--- config.mk ---
export PLATFORM = sky130hd
export DESIGN_NAME = vga_timing_gen
export DESIGN_NICKNAME = d
export VERILOG_FILES = /design/src/rtl/vga_timing_pkg.sv /design/src/rtl/vga_axis_counter.sv /design/src/rtl/vga_timing_gen.sv
export SDC_FILE = /design/constraint.sdc
export NUM_CORES = 1
export LEC_CHECK = 0
export ABC_CLOCK_PERIOD_IN_PS = 3600
export CAP_MARGIN = 20
export CORE_ASPECT_RATIO = 0.7
export CORE_MARGIN = 8
export CORE_UTILIZATION = 50
export CTS_CLUSTER_DIAMETER = 60
export CTS_CLUSTER_SIZE = 16
export DETAILED_ROUTE_END_ITERATION = 8
export PLACE_DENSITY = 0.78
export SLEW_MARGIN = 20
export SYNTH_ARGS = -nofsm -noshare
export SYNTH_HDL_FRONTEND = slang
export SYNTH_SLANG_ARGS = --single-unit
export TNS_END_PERCENT = 100
--- constraint.sdc ---
create_clock -name clk -period 3.6 [get_ports clk]
set_clock_uncertainty 0.2 [all_clocks]
set_input_delay 0.72 -clock clk [delete_from_list [all_inputs] [get_ports clk]]
set_output_delay 0.72 -clock clk [all_outputs]
set_load 0.01 [all_outputs]
--- src/rtl/vga_timing_pkg.sv ---
// ============================================================================
// Module  : vga_timing_pkg
// Brief   : Shared axis timing record, standard 640x480 timings, total helper.
// Revision: 1.0 - initial release
// ============================================================================
`default_nettype none

package vga_timing_pkg;

    typedef struct packed {
        int unsigned active;
        int unsigned fp;
        int unsigned sync;
        int unsigned bp;
    } axis_timing_t;

    localparam axis_timing_t VGA_640x480_H = '{active: 640, fp: 16, sync: 96, bp: 48};
    localparam axis_timing_t VGA_640x480_V = '{active: 480, fp: 10, sync: 2,  bp: 33};

    function automatic int unsigned axis_total(input axis_timing_t t);
        return t.active + t.fp + t.sync + t.bp;
    endfunction

endpackage

`default_nettype wire

--- src/rtl/vga_axis_counter.sv ---
// ============================================================================
// Module  : vga_axis_counter
// Brief   : One raster axis: wrapping counter with sync and active decode.
// Revision: 1.0 - initial release
// ============================================================================
`default_nettype none

module vga_axis_counter
    import vga_timing_pkg::*;
#(
    parameter int unsigned CW     = 10,
    parameter int unsigned ACTIVE = 640,
    parameter int unsigned FP     = 16,
    parameter int unsigned SYNC   = 96,
    parameter int unsigned BP     = 48,
    parameter logic        POL    = 1'b0
) (
    input  logic          clk,
    input  logic          rst_n,
    input  logic          clr,
    input  logic          step,
    output logic [CW-1:0] cnt,
    output logic          wrap,
    output logic          sync,
    output logic          active
);

    localparam axis_timing_t  c_timing  = '{active: ACTIVE, fp: FP, sync: SYNC, bp: BP};
    localparam int unsigned   c_total   = axis_total(c_timing);
    localparam logic [CW-1:0] c_last    = CW'(c_total - 1);
    localparam logic [CW-1:0] c_active  = CW'(ACTIVE);
    localparam logic [CW-1:0] c_sync_lo = CW'(ACTIVE + FP);
    localparam logic [CW-1:0] c_sync_hi = CW'(ACTIVE + FP + SYNC - 1);

    logic [CW-1:0] r_cnt;
    logic          w_wrap;

    assign w_wrap = (r_cnt == c_last);

    // clr wins over step so an idle request always lands on the origin
    always_ff @(posedge clk or negedge rst_n) begin
        if (!rst_n) begin
            r_cnt <= '0;
        end else if (clr) begin
            r_cnt <= '0;
        end else if (step) begin
            r_cnt <= w_wrap ? '0 : r_cnt + CW'(1);
        end
    end

    assign cnt    = r_cnt;
    assign wrap   = w_wrap;
    assign active = (r_cnt < c_active);
    assign sync   = (r_cnt >= c_sync_lo && r_cnt <= c_sync_hi) ? POL : ~POL;

endmodule

`default_nettype wire

--- src/rtl/vga_timing_gen.sv ---
// ============================================================================
// Module  : vga_timing_gen
// Brief   : Parametrised VGA raster timing generator (sync, video_on, x/y,
//           line/frame strobes). Define VGA_SYNC_DELAY_EN to register
//           hsync/vsync/video_on one pixel behind x/y.
// Revision: 1.0 - initial release
// ============================================================================
`default_nettype none

module vga_timing_gen
    import vga_timing_pkg::*;
#(
    parameter int unsigned CW        = 10,
    parameter int unsigned H_ACTIVE  = VGA_640x480_H.active,
    parameter int unsigned H_FP      = VGA_640x480_H.fp,
    parameter int unsigned H_SYNC    = VGA_640x480_H.sync,
    parameter int unsigned H_BP      = VGA_640x480_H.bp,
    parameter int unsigned V_ACTIVE  = VGA_640x480_V.active,
    parameter int unsigned V_FP      = VGA_640x480_V.fp,
    parameter int unsigned V_SYNC    = VGA_640x480_V.sync,
    parameter int unsigned V_BP      = VGA_640x480_V.bp,
    parameter logic        HSYNC_POL = 1'b0,
    parameter logic        VSYNC_POL = 1'b0
) (
    input  logic          clk,
    input  logic          rst_n,
    input  logic          pix_ce,
    input  logic          en,
    output logic          hsync,
    output logic          vsync,
    output logic          video_on,
    output logic [CW-1:0] x,
    output logic [CW-1:0] y,
    output logic          line_start,
    output logic          frame_start
);

    localparam int unsigned c_h_total = axis_total('{active: H_ACTIVE, fp: H_FP, sync: H_SYNC, bp: H_BP});
    localparam int unsigned c_v_total = axis_total('{active: V_ACTIVE, fp: V_FP, sync: V_SYNC, bp: V_BP});

    if (H_SYNC == 0 || V_SYNC == 0) begin : g_err_sync
        $error("vga_timing_gen: H_SYNC and V_SYNC must be at least 1");
    end
    if (c_h_total > (1 << CW) || c_v_total > (1 << CW)) begin : g_err_total
        $error("vga_timing_gen: H_TOTAL/V_TOTAL exceed counter range 2**CW");
    end

    logic          r_running;
    logic          w_clr;
    logic          w_step;
    logic          w_line_start;
    logic [CW-1:0] w_h_cnt;
    logic [CW-1:0] w_v_cnt;
    logic          w_h_wrap;
    logic          w_v_wrap;
    logic          w_h_sync;
    logic          w_v_sync;
    logic          w_h_act;
    logic          w_v_act;
    logic          w_hsync;
    logic          w_vsync;
    logic          w_video_on;

    always_ff @(posedge clk or negedge rst_n) begin
        if (!rst_n) begin
            r_running <= 1'b0;
        end else begin
            r_running <= en;
        end
    end

    // Clearing on en=0 at the same edge that drops running keeps restart at (0,0)
    assign w_clr  = ~(en & r_running);
    assign w_step = r_running & pix_ce;

    vga_axis_counter #(
        .CW(CW), .ACTIVE(H_ACTIVE), .FP(H_FP), .SYNC(H_SYNC), .BP(H_BP), .POL(HSYNC_POL)
    ) u_h_axis (
        .clk(clk), .rst_n(rst_n), .clr(w_clr), .step(w_step),
        .cnt(w_h_cnt), .wrap(w_h_wrap), .sync(w_h_sync), .active(w_h_act)
    );

    vga_axis_counter #(
        .CW(CW), .ACTIVE(V_ACTIVE), .FP(V_FP), .SYNC(V_SYNC), .BP(V_BP), .POL(VSYNC_POL)
    ) u_v_axis (
        .clk(clk), .rst_n(rst_n), .clr(w_clr), .step(w_step & w_h_wrap),
        .cnt(w_v_cnt), .wrap(w_v_wrap), .sync(w_v_sync), .active(w_v_act)
    );

    assign w_hsync      = r_running ? w_h_sync : ~HSYNC_POL;
    assign w_vsync      = r_running ? w_v_sync : ~VSYNC_POL;
    assign w_video_on   = r_running & w_h_act & w_v_act;
    assign w_line_start = w_step & (w_h_cnt == '0);

    assign x           = r_running ? w_h_cnt : '0;
    assign y           = r_running ? w_v_cnt : '0;
    assign line_start  = w_line_start;
    assign frame_start = w_line_start & (w_v_cnt == '0);

`ifdef VGA_SYNC_DELAY_EN
    logic r_hsync;
    logic r_vsync;
    logic r_video_on;

    // One-pixel lag to line up with a registered pixel-memory read keyed on x/y
    always_ff @(posedge clk or negedge rst_n) begin
        if (!rst_n) begin
            r_hsync    <= ~HSYNC_POL;
            r_vsync    <= ~VSYNC_POL;
            r_video_on <= 1'b0;
        end else if (pix_ce) begin
            r_hsync    <= w_hsync;
            r_vsync    <= w_vsync;
            r_video_on <= w_video_on;
        end
    end

    assign hsync    = r_hsync;
    assign vsync    = r_vsync;
    assign video_on = r_video_on;
`else
    assign hsync    = w_hsync;
    assign vsync    = w_vsync;
    assign video_on = w_video_on;
`endif

    logic w_unused;
    assign w_unused = w_v_wrap;

endmodule

`default_nettype wire

Word level (Yosys, flattened, before mapping)

Cells that the tools add are included.

$add $sub $neg: 2
Multiply operators: 0
Divide/modulo/power cells: 0
Magnitude comparators: 6
Eq/ne operators: 4
Shift-type cells: 0
Muxes and demuxes: 12
Bitwise gates (word level): 7
Reduce and logical (&&, ||, !) cells: 4

Operators by type and width:

| operator                                             | count |
|---|---|
| two-way mux 10 bit                                   | 8 |
| adder 10 x 1 -> 10 bit, second input constant        | 2 |
| == test 10 bit, second input constant                | 2 |
| logical NOT 10 bit                                   | 2 |
| >= comparator 10 bit, second input constant          | 1 |
| >= comparator 10 x 9 -> 1 bit, second input constant | 1 |
| <= comparator 10 bit, second input constant          | 1 |
| <= comparator 10 x 9 -> 1 bit, second input constant | 1 |
| < comparator 10 bit, second input constant           | 1 |
| < comparator 10 x 9 -> 1 bit, second input constant  | 1 |
| AND 1 bit                                            | 7 |
| two-way mux 1 bit                                    | 4 |
| logical AND 1 bit                                    | 2 |
| != test 2 x 1 -> 1 bit, second input constant        | 1 |
| != test 2 bit, second input constant                 | 1 |

Register bits after elaboration: 21
Latch bits: 0
Memory bits (writable): 0
ROM bits: 0
Input port bits: 4
Output and inout bits: 25
Memories kept: 0

Longest topological paths before layout

Word-level depth: 4
Depth in mapped cells: 7
Gate-level depth less buffers: 6

Modules after synthesis

From an unflattened synthesis, not the netlist that was laid out.

Cells, all modules: 167
Area total of the unflattened synthesis: 1467.7 um^2

Modules (own cells, without submodules):

| module                       | times used | cells each | area an instance (um^2) | sequential area each (um^2) |
|---|---|---|---|---|
| vga_axis_counter at u_h_axis | 1          | 67         | 623.1                   | 250.2 |
| vga_axis_counter at u_v_axis | 1          | 60         | 575.6                   | 250.2 |
| vga_timing_gen               | 1          | 40         | 269.0                   | 25.0 |

Least setup slack after synthesis

OpenSTA, ideal clock, no wires.

Kind: input-to-output
From: input pix_ce
To: output frame_start
Arrival time: 1.439 ns
Required time: 2.680 ns
Setup slack: 1.241 ns
Stages: 3
Buffers on the path: 0
Cell sequence: nor4bb_1 > and4_1 > and4_1

Word-level cells in the longest chain between the ends: 3

RTL lines:

| what           | RTL line             | RTL |
|---|---|---|
| from (decl)    | vga_timing_gen.sv:27 | `input logic pix_ce,` |
| AND 1 bit      | vga_timing_gen.sv:74 | `assign w_step = r_running & pix_ce;` |
| AND 1 bit      | vga_timing_gen.sv:93 | `assign w_line_start = w_step & (w_h_cnt == '0);` |
| via line_start | vga_timing_gen.sv:34 | `output logic line_start,` |
| AND 1 bit      | vga_timing_gen.sv:98 | `assign frame_start = w_line_start & (w_v_cnt == '0);` |
| to (decl)      | vga_timing_gen.sv:35 | `output logic frame_start` |

The timed path passes the listed nets, and every way through them passes these cells.

Worst setup path after layout

From: input pix_ce
To: output frame_start

Word-level cells in the longest chain between the ends: 3

RTL lines:

| what      | RTL line |
|---|---|
| AND 1 bit | vga_timing_gen.sv:74 |
| AND 1 bit | vga_timing_gen.sv:93 |
| AND 1 bit | vga_timing_gen.sv:98 |

Every way passes these cells.

==> results.tsv <==
stage	metric	value	unit
clock_tree	cts_hold_buf	0	
floorplan	boundaryPins	29	
synth	synth.distinct_cells	46	
floorplan	die_w	81.0	microns
floorplan	die_h	61.5	microns
placement	portBuffers	28	
floorplan	rows	16	
clock_tree	clock_path_buffers	2	
global_routing	grt_pass1_wl	5890	microns
synth	synth_flop_cell	dfrtp_1	
routing	post-route-drc-count	0	
clock_tree	root_buffer	clkbuf_8	
global_routing	grt_antenna_before_repair	0	
routing	routed_via_density	5.86	
finish	nFillCells	243	
clock_tree	worst_skew_pair.late_latency	0.26	ns
worst_setup_path	cp-start-kind	primary input	
worst_setup_path	worstReg2RegStart	u_v_axis.cnt[1]	
clock_tree	htree_levels	1	
sta	finalMaxSlewViolations	0	
synth	synthesis.area	0.00148	sq mm
synth	ys_ff_latch	21	
sta	rsz0062_at_grt	false	
worst_setup_path	worstReg2RegEnd	u_v_axis.cnt[7]	
synth	synth_top_area_share	35.5	%
floorplan	core	0.00280	sq mm
sta	setup_viol	0	
finish	seq_area	526	sq um
floorplan	start_util	52.8	%
worst_setup_path	r2r_slack	1.47	ns
sta	setup_tns	0	ns
worst_setup_path	end_kind	primary output	
power	p_per_area	235	mW/mm^2
finish	syn_to_final_growth	22.9	%
routing	postRouteAntennaNets	0	
job	maxCapViolations	0	
global_routing	grt_start_max_net_pins	22	
sta	timing.final.crit_share	93.6	%
synth	async_flop_share	100	%
sta	worstMarginPinSlew	0.485	ns
worst_setup_path	worstPathArrival	2.45	ns
finish	n_antenna_cell	0	
routing	vias	1343	
worst_hold_path	hold_class	primary input to asynchronous set/reset pin	
clock_tree	cts_setup_buffers	0	
routing	routed_wl	3650	microns
clock_tree	cts_inserted_buffers	3	
clock_tree	post_cts_resized	0	
synth	yosysWarnings	0	
routing	drt_pre_antenna_iters	4	
global_routing	overflow	0	
clock_tree	cts_sinks	21	
synth	synth-edff-count	0	
synth	avgSynthCellArea	8.97	sq um
synth	synth_top_area_cell	dfrtp_1	
synth	synthCells	165	
worst_setup_path	required	2.68	ns
global_routing	grt_pass1_vias	1226	
sta	slew_headroom	67.7	%
finish	drive_gt1_share	11.4	%
power	leakage	0.734	nW
sta	hold_viol_final	0	
floorplan	die_area	0.00498	sq mm
synth	syn_nets	174	
sta	clock.fmax	297	MHz
routing	drt_iter0_drc	103	
finish	finish.utilization	64.9	%
placement	dp_hpwl	2750	microns
synth	synth.area.top_cells	dfrtp_1, and2_1, ha_1	
clock_tree	clk_pin_slew	0.08	ns
power	peakVddDrop	0.000204	V
finish	num-nets-final	203	
routing	post_drt_wl_per_cell	15.9	microns
worst_setup_path	critPathKind	primary input to primary output	
finish	multi_input_comb_area	890	sq um
synth	yosysSeqAreaShare	35.5	%
placement	place_congestion	0.929	
global_routing	grt.total_usage	15.2	%
clock_tree	cts_tree	built	
sta	period_minus_slack	3.37	ns
worst_setup_path	cp_max_fo	2	
run_status	status	finished clean	
worst_setup_path	ff2ff_path_depth	6	
==> layout make-up <==
class,count,share of cell area (%)
clock inverters,1,0.275
inverters,6,1.24
repair buffers,30,16.0
multi-input cells,132,48.9
well taps,36,2.48
clock buffers,3,2.27
flip-flops and latches,21,28.9
==> sequential cells by signal, indices dropped and copies added, names as in the netlist <==
name	flops
u_v_axis.cnt	10
u_h_axis.cnt	10
r_running	1
==> stage by stage <==
| stage | instance area, sq um | total power, mW | instances | worst slack (ns) | hold WS (ns) |
|---|---|---|---|---|---|
| 2_1_floorplan | 1480 | 0.260 | 165 | 1.24 | 0.224 |
| 3_3_place_gp | 1780 | 0.279 | 225 | 0.271 | 0.342 |
| 3_5_place_dp | 1780 | 0.279 | 225 | 0.229 | 0.381 |
| 4_1_cts | 1820 | 0.434 | 229 | 0.229 | 0.393 |
| 5_1_grt | 1820 | 0.445 | 229 | 0.145 | 0.251 |
| 6_report | 1820 | 0.428 | 229 | 0.229 | 0.209 |
==> logic make-up (layout without fill, tap and decap cells) <==
logic type,count (synthesis),after routing,synth area share (%)
adders and majority gates,5,5,4.23
muxes,2,2,1.52
buffers and inverters,12,40,4.40
DFF,21,21,35.5
and+or+nand+nor,95,95,38.4
AOI/OAI and AO/OA,23,23,11.8
xor gates and xnor gates,7,7,4.14
==> layer usage <==
layer | global-route usage, % | vias up | wire length [microns]
li1 | - | 650 | -
met1 | 20.2 | 637 | 1690
met2 | 23.7 | 54 | 1590
met3 | 4.96 | 2 | 358
met4 | 3.04 | 0 | 10
met5 | 0 | - | 0
==> cell usage in the layout, fill, tap and decap left out, types with 2 or more instances in the layout <==
cell             count
dfrtp_1             21
nor4_1               2
and2_2               2
xor2_1               7
nor4b_1              2
o21ai_0              7
nor3_1               6
and4_1               2
nor2_1              14
buf_4                2
inv_1                6
nand2b_1             2
nand2_1             12
o211ai_1             2
clkbuf_8             3
and2_1              21
and3_1               4
nand3_1              8
o2bb2ai_1            3
mux2_2               2
nand4_1              6
clkdlybuf4s50_1     27
and3_2               2
ha_1                 5
or3_1                3
==> worst max-delay path by stage <==
stage,slack (ns),endpoint,start,cells after the start
floorplan,1.24,frame_start,pix_ce,3
global placement,0.27,frame_start,pix_ce,5
detailed placement,0.23,frame_start,pix_ce,5
CTS,0.23,frame_start,pix_ce,5
global route,0.14,frame_start,pix_ce,5
finish,0.23,frame_start,pix_ce,5
==> Yosys cell counts (2+ instances only) <==
cell type and instances:
o211ai_1 2, nand2b_1 2, nor4_1 2, ha_1 5, o2bb2ai_1 3, and3_1 4, clkbuf_1 2, o21ai_0 7
nand2_1 12, nor2_1 14, nand3_1 8, and2_2 2, xor2_1 7, nand4_1 6, and3_2 2, dfrtp_1 21
and4_1 2, inv_1 6, nor3_1 6, mux2_2 2, and2_1 21, buf_6 2, or3_1 3, nor4b_1 2
==> where the power goes <==
part	switching (mW)	internal [mW]
logic	0.0212	0.0139
registers	0.00199	0.237
clock network	0.0771	0.0771
==> worst max-delay path, cell delays in order <==
cell and delay (ns):
clkdlybuf4s50_1 0.48, nor4bb_1 0.27, and4_1 0.26, and4_1 0.19, clkdlybuf4s50_1 0.54
Note: power is estimated with default switching activity, not from simulation.
